[config.mk]
export PLATFORM = sky130hd
export DESIGN_NAME = l1match_queue_flat
export DESIGN_NICKNAME = d
export VERILOG_FILES = /design/src/rtl/l1match_queue_if.sv /design/src/rtl/l1match_queue.sv /design/src/flat_wrapper.sv
export SDC_FILE = /design/constraint.sdc
export NUM_CORES = 1
export LEC_CHECK = 0
export BUFFER_PORTS_ARGS = -buffer_cell sky130_fd_sc_hd__buf_2
export CORE_MARGIN = 10
export CORE_UTILIZATION = 35
export CTS_CLUSTER_DIAMETER = 150
export DETAILED_ROUTE_END_ITERATION = 7
export PLACE_DENSITY = 0.63
export SYNTH_ARGS = -nofsm -noshare
export SYNTH_HDL_FRONTEND = slang
export SYNTH_SLANG_ARGS = --single-unit
[constraint.sdc]
create_clock -name CLK -period 2.7 [get_ports CLK]
set_input_delay 0.27 -clock CLK [delete_from_list [all_inputs] [get_ports CLK]]
set_output_delay 0.27 -clock CLK [all_outputs]
set_load 0.01 [all_outputs]
[src/rtl/l1match_queue_if.sv]
// Bus bundle for l1match_queue: event inputs, readout controls and status/statistics outputs.
// DEPTH must match the DEPTH of the attached l1match_queue instance.
interface l1match_queue_if #(
   parameter int unsigned DEPTH = 8
);
   localparam int unsigned CW = $clog2(DEPTH) + 1;

   logic          L1A;
   logic          MATCH;
   logic          MISS_MATCH;
   logic          NO_MATCH;
   logic          RD_EN;
   logic          CLR;
   logic [15:0]   DOUT;
   logic          EMPTY;
   logic          FULL;
   logic [CW-1:0] COUNT;
   logic          OVERFLOW;
   logic [15:0]   MATCH_CNT;
   logic [15:0]   MISS_CNT;
   logic [15:0]   NOMATCH_CNT;

   modport master (
      output L1A, MATCH, MISS_MATCH, NO_MATCH, RD_EN, CLR,
      input  DOUT, EMPTY, FULL, COUNT, OVERFLOW, MATCH_CNT, MISS_CNT, NOMATCH_CNT
   );

   modport slave (
      input  L1A, MATCH, MISS_MATCH, NO_MATCH, RD_EN, CLR,
      output DOUT, EMPTY, FULL, COUNT, OVERFLOW, MATCH_CNT, MISS_CNT, NOMATCH_CNT
   );
endinterface

[src/rtl/l1match_queue.sv]
// L1A tag counter plus first-word-fall-through event FIFO for match/miss/no-match events.
// Define L1MATCH_STATS_EN to build the saturating per-type statistics counters.
module l1match_queue #(
   parameter int unsigned DEPTH = 8,
   parameter int unsigned TAG_W = 12
) (
   input logic           CLK,
   input logic           RST,
   l1match_queue_if.slave bus
);
   localparam int unsigned AW = $clog2(DEPTH);
   localparam int unsigned CW = AW + 1;
   localparam int unsigned EW = TAG_W + 2;

   logic [3:0]       in_now;
   logic [3:0]       hist_q;
   logic [3:0]       rise;
   logic [TAG_W-1:0] tag_q, tag_d;
   logic [EW-1:0]    mem_q [DEPTH];
   logic [AW-1:0]    wr_ptr_q, wr_ptr_d;
   logic [AW-1:0]    rd_ptr_q, rd_ptr_d;
   logic [CW-1:0]    count_q, count_d;
   logic             ovf_q, ovf_d;
   logic             empty, full;
   logic             pop, wr_req, wr_acc, drop;
   logic [1:0]       wr_type;
   logic [EW-1:0]    head;

   // Bit order {NO_MATCH, MISS_MATCH, MATCH, L1A}; history clears on reset so a level
   // already high right after release counts as a rising edge.
   assign in_now = {bus.NO_MATCH, bus.MISS_MATCH, bus.MATCH, bus.L1A};
   assign rise   = in_now & ~hist_q;

   assign empty  = (count_q == '0);
   assign full   = (count_q == CW'(DEPTH));
   assign wr_req = |rise[3:1];
   assign pop    = bus.RD_EN & ~empty;
   assign wr_acc = wr_req & (~full | pop);
   assign drop   = wr_req & full & ~pop;

   always_comb begin
      wr_type = 2'b11;
      if (rise[1]) begin
         wr_type = 2'b01;
      end else if (rise[2]) begin
         wr_type = 2'b10;
      end
   end

   always_comb begin
      wr_ptr_d = wr_ptr_q;
      rd_ptr_d = rd_ptr_q;
      count_d  = count_q;
      if (wr_acc) begin
         wr_ptr_d = wr_ptr_q + AW'(1);
      end
      if (pop) begin
         rd_ptr_d = rd_ptr_q + AW'(1);
      end
      if (wr_acc && !pop) begin
         count_d = count_q + CW'(1);
      end else if (pop && !wr_acc) begin
         count_d = count_q - CW'(1);
      end
      tag_d = tag_q + {{(TAG_W-1){1'b0}}, rise[0]};
      // A drop in the same cycle as CLR keeps the flag set.
      ovf_d = drop | (ovf_q & ~bus.CLR);
   end

   always_ff @(posedge CLK) begin
      if (RST) begin
         hist_q   <= '0;
         tag_q    <= '0;
         wr_ptr_q <= '0;
         rd_ptr_q <= '0;
         count_q  <= '0;
         ovf_q    <= 1'b0;
      end else begin
         hist_q   <= in_now;
         tag_q    <= tag_d;
         wr_ptr_q <= wr_ptr_d;
         rd_ptr_q <= rd_ptr_d;
         count_q  <= count_d;
         ovf_q    <= ovf_d;
      end
   end

   always_ff @(posedge CLK) begin
      if (!RST && wr_acc) begin
         mem_q[wr_ptr_q] <= {wr_type, tag_q};
      end
   end

   assign head = mem_q[rd_ptr_q];

   always_comb begin
      bus.DOUT = '0;
      if (!empty) begin
         bus.DOUT[15:14]      = head[EW-1:EW-2];
         bus.DOUT[TAG_W-1:0]  = head[TAG_W-1:0];
      end
   end

   assign bus.EMPTY    = empty;
   assign bus.FULL     = full;
   assign bus.COUNT    = count_q;
   assign bus.OVERFLOW = ovf_q;

`ifdef L1MATCH_STATS_EN
   logic [15:0] match_cnt_q, miss_cnt_q, nomatch_cnt_q;

   // Counts every rising edge, queued or not; saturates at all-ones.
   always_ff @(posedge CLK) begin
      if (RST || bus.CLR) begin
         match_cnt_q   <= '0;
         miss_cnt_q    <= '0;
         nomatch_cnt_q <= '0;
      end else begin
         if (rise[1] && (match_cnt_q != 16'hFFFF)) begin
            match_cnt_q <= match_cnt_q + 16'd1;
         end
         if (rise[2] && (miss_cnt_q != 16'hFFFF)) begin
            miss_cnt_q <= miss_cnt_q + 16'd1;
         end
         if (rise[3] && (nomatch_cnt_q != 16'hFFFF)) begin
            nomatch_cnt_q <= nomatch_cnt_q + 16'd1;
         end
      end
   end

   assign bus.MATCH_CNT   = match_cnt_q;
   assign bus.MISS_CNT    = miss_cnt_q;
   assign bus.NOMATCH_CNT = nomatch_cnt_q;
`else
   assign bus.MATCH_CNT   = 16'h0000;
   assign bus.MISS_CNT    = 16'h0000;
   assign bus.NOMATCH_CNT = 16'h0000;
`endif
endmodule

[src/flat_wrapper.sv]
// flat-port wrapper written by rule: the top's interface ports become plain ports
module l1match_queue_flat 
#(
   parameter int unsigned DEPTH = 8,
   parameter int unsigned TAG_W = 12
)
  (CLK, RST, bus_L1A, bus_MATCH, bus_MISS_MATCH, bus_NO_MATCH, bus_RD_EN, bus_CLR, bus_DOUT, bus_EMPTY, bus_FULL, bus_COUNT, bus_OVERFLOW, bus_MATCH_CNT, bus_MISS_CNT, bus_NOMATCH_CNT);
  l1match_queue_if #(.DEPTH(DEPTH)) bus_i ();
  input logic CLK;
  input logic RST;
  input wire logic [$bits(bus_i.L1A)-1:0] bus_L1A;
  input wire logic [$bits(bus_i.MATCH)-1:0] bus_MATCH;
  input wire logic [$bits(bus_i.MISS_MATCH)-1:0] bus_MISS_MATCH;
  input wire logic [$bits(bus_i.NO_MATCH)-1:0] bus_NO_MATCH;
  input wire logic [$bits(bus_i.RD_EN)-1:0] bus_RD_EN;
  input wire logic [$bits(bus_i.CLR)-1:0] bus_CLR;
  output wire logic [$bits(bus_i.DOUT)-1:0] bus_DOUT;
  output wire logic [$bits(bus_i.EMPTY)-1:0] bus_EMPTY;
  output wire logic [$bits(bus_i.FULL)-1:0] bus_FULL;
  output wire logic [$bits(bus_i.COUNT)-1:0] bus_COUNT;
  output wire logic [$bits(bus_i.OVERFLOW)-1:0] bus_OVERFLOW;
  output wire logic [$bits(bus_i.MATCH_CNT)-1:0] bus_MATCH_CNT;
  output wire logic [$bits(bus_i.MISS_CNT)-1:0] bus_MISS_CNT;
  output wire logic [$bits(bus_i.NOMATCH_CNT)-1:0] bus_NOMATCH_CNT;
  assign bus_i.L1A = bus_L1A;
  assign bus_i.MATCH = bus_MATCH;
  assign bus_i.MISS_MATCH = bus_MISS_MATCH;
  assign bus_i.NO_MATCH = bus_NO_MATCH;
  assign bus_i.RD_EN = bus_RD_EN;
  assign bus_i.CLR = bus_CLR;
  assign bus_DOUT = bus_i.DOUT;
  assign bus_EMPTY = bus_i.EMPTY;
  assign bus_FULL = bus_i.FULL;
  assign bus_COUNT = bus_i.COUNT;
  assign bus_OVERFLOW = bus_i.OVERFLOW;
  assign bus_MATCH_CNT = bus_i.MATCH_CNT;
  assign bus_MISS_CNT = bus_i.MISS_CNT;
  assign bus_NOMATCH_CNT = bus_i.NOMATCH_CNT;
  l1match_queue #(.DEPTH(DEPTH), .TAG_W(TAG_W)) u_core (.CLK(CLK), .RST(RST), .bus(bus_i));
endmodule
==> impl_metrics.csv <==
group,metric,value,unit
synthesis,ys_seq_elements,142,
grt,grt_max_degree,33,
layout,n_antenna_cell,0,
routing,ant_nets,0,
power,power,6.399,mW
synthesis,syn_inst,373,
synthesis,yosysMostFrequentCell,"edfxtp_1",
grt,grt_util_all_layers,9.999,%
setup_path,r2r_start,"u_core.bus.COUNT[0]",
synthesis,synth_top_family_by_area,"multiplexers",
setup_path,path_class,"register to register",
floorplanning,core,16700,um^2
floorplanning,dieArea,22790,um^2
synthesis,synth_flop_cell,"edfxtp_1",
clock_tree,cts_sinks,142,
clock_tree,root_buffer,"clkbuf_16",
setup_path,critPathMostFrequentCell,"ha_1",
clock_tree,clkLatencyLatePin,0.41,ns
grt,overflow,0,
synthesis,synth_area_leaders,"edfxtp_1 56%, mux4_2 11%, dfxtp_1 10%, buf_4 6.3%, mux2i_1 2.7%",
synthesis,syn_area_per_cell,16.09,um^2
setup_path,crit_start,"u_core.bus.COUNT[0]",
layout,fin_cells,658,
timing,setup_viol,0,
setup_path,path_depth,10,
grt,grt_pass1_wl,17.15,mm
clock_tree,cts_hold_buf,0,
power,power.density,919.1,nW/um^2
setup_path,r2r_cells,10,
routing,drt_pass1_iterations,4,
timing,fmax,0.3907,GHz
synthesis,synth-async-reset-ratio,0,%
timing,fin_crit,2.560,ns
layout,nNetsFinal,441,
setup_path,cp.arrival,2.86,ns
timing,rsz0062_at_grt,"no",
setup_path,crit_path_end_kind,"register",
routing,avgRoutedWirePerCell,17.17,um
timing,hold_violations,0,
setup_path,path_buf_inv,2,
grt,use_met1,12.41,%
synthesis,ys_top_cells_by_count,"112 x edfxtp_1, 50 x buf_4, 35 x nor2_1",
setup_path,crit_chain,"nor4b_4, a32o_2, inv_2, ha_1, inv_1, ha_1, a21oi_2, a211oi_1, a31oi_1, mux2_2",
routing,vias,3010,
grt,gr-usage-met3,3.282,%
clock_tree,post_cts_resize_count,0,
min_path,hold_depth,2,
setup_path,worstPathRequired,3.00,ns
placement,hpwl,7.293,mm
floorplanning,dieHeight,151.0,um
floorplanning,die_w,151.0,um
placement,place_inst,626,
grt,gr-usage-met2,16.20,%
clock_tree,post_cts_buffers,0,
synthesis,yosys_warnings,0,
layout,drive_gt1_share,28.77,%
setup_path,path_max_fanout,8,
power,vdd_drop_max,638.8,uV
clock_tree,cts_tree,"built",
clock_tree,clock_path_buffers,2,
layout,utilization,41.68,%
grt,top_usage_layer,"met2",
synthesis,yosys.area.top_type,"edfxtp_1",
synthesis,yosys.area_share.simple,7.651,%
grt,antenna_found_initial,0,
flow_run,max_cap_violations,0,
floorplanning,start_util,35.94,%
timing,slew_headroom,58.31,%
grt,first_global_vias,3075,
synthesis,syn-cell-area,6002,um^2
synthesis,synth_compound_area_share,1.501,%
timing,worst_hold_slack,0.09374,ns
floorplanning,io-pin-count,79,
timing,fin_crit_sh,94.80,%
timing,tns,0,ns
setup_path,crit_path_top_delay_cell,"dfxtp_1",
layout,synthToLayoutAreaGrowth,15.99,%
routing,drc,0,
layout,fill_cells,1515,
min_path,min_from,"bus_NO_MATCH",
placement,gp_congestion,0.7401,
synthesis,yosys-mux-area-fraction,13.36,%
placement,port-buffer-count,28,
synthesis,synth_xor_area_share,1.751,%
synthesis,synth_edf_count,112,
power,leakage,2.459,nW
synthesis,synth_fa_ha_area_share,1.793,%
synthesis,yosysSeqAreaShare,66.04,%
floorplanning,rows,47,
setup_path,startpoint_type,"register",
synthesis,netlist-cell-type-count,42,
routing,viasPerCell,4.574,
timing,report.final.slew_viol_count,0,
min_path,hold_path_class,"primary input to register",
timing,worst_slew_pin_slew,0.6254,ns
routing,drt_iter0_markers,169,
run_status,outcome,"finished, final reports clean",
routing,drt-total-wl,11.30,mm
setup_path,crit_path_max_incr_delay,0.55,ns
clock_tree,numCtsBuffers,17,
clock_tree,clkTransAtPathRegs,0.06,ns
timing,fin_skew,0.01420,ns
clock_tree,cts-htree-levels,4,
setup_path,path_delay_family,"compound AO/OA/AOI/OAI gates",
synthesis,synth_top_area_share,56.04,%
## path summary, 6_finish.rpt
path | to | slack [ns]
max | u_core.bus.COUNT[3] | 0.14
min | u_core.hist_q[3] | 0.09
max reg2reg | u_core.bus.COUNT[3] | 0.14
min reg2reg | u_core.bus.OVERFLOW | 0.50
## kinds of logic (layout without fill, tap and decap cells)
| group | after synthesis | count (layout) |
|---|---|---|
| other | 1 | 50 |
| multiplexers | 45 | 45 |
| AND/OR/NAND/NOR | 83 | 83 |
| AO/OA/AOI/OAI | 14 | 14 |
| flip-flops | 142 | 142 |
| adder cells (fa/ha/maj) | 8 | 8 |
| buffers and inverters | 68 | 84 |
| XOR/XNOR | 12 | 12 |
## stage by stage
step	cell area, um^2	setup slack, ns
after floorplan	6186	-0.2297
after global placement	6339	0.1689
after detailed placement	6339	0.05660
after CTS	6954	0.05691
after global routing	6962	0.001609
final	6962	0.1403
## power by group
group          switching [mW]  total, mW  internal (mW)  leakage (nW)
registers               0.112       2.61           2.49          1.24
clock network           0.838       2.31           1.48         0.313
logic                   0.807       1.48          0.672         0.904
## cell usage in the layout (no fill, tap or decap), types with 2 or more instances in the layout
master     synthesis  final
a21oi_1            5      4
a21oi_2            1      2
and3_1             3      3
buf_2              3     28
buf_4             50     18
clkbuf_16          0     21
clkbuf_2           1      2
clkbuf_8           0      3
clkinv_2           0      3
clkinv_4           0      2
conb_1             1     50
dfxtp_1           30     26
dfxtp_2            0      4
edfxtp_1         112    112
ha_1               7      7
inv_1              4      4
mux2i_1           16     16
mux4_2            28     28
nand2_1            6      6
nand2b_1           7      7
nand3_1            7      7
nand4_1            3      3
nor2_1            35     35
nor2b_1            8      8
nor3_2             0      4
nor4_2             0      2
o21ai_0            3      3
or3_1              2      2
xnor2_1            2      2
xor2_1            10     10
## routing by layer
metal	vias to the layer above	share of wire (%)
li1	1409	-
met1	1514	44
met2	78	49
met3	9	6.0
met4	0	1.1
met5	-	0
## sequential cells by signal, indices dropped and copies added (netlist names), named ones only
| register | count |
|---|---|
| u_core.bus.COUNT | 4 |
| u_core.wr_ptr_q | 3 |
| u_core.mem_q | 112 |
| u_core.hist_q | 4 |
| u_core.rd_ptr_q | 3 |
| u_core.tag_q | 12 |
| u_core.bus.OVERFLOW | 1 |
## final cells by class
cell class / instances / area [um^2] / area share [%]
Clock inverter: 6 / 38.79 / 0.5572
Timing Repair Buffer: 47 / 295.3 / 4.242
Multi-Input combinational cell: 212 / 1788 / 25.68
Inverter: 5 / 18.77 / 0.2696
Tap cell: 220 / 275.3 / 3.954
Clock buffer: 26 / 576.8 / 8.285
Sequential cell: 142 / 3969 / 57.01
Power figures use the tool's default switching activity.
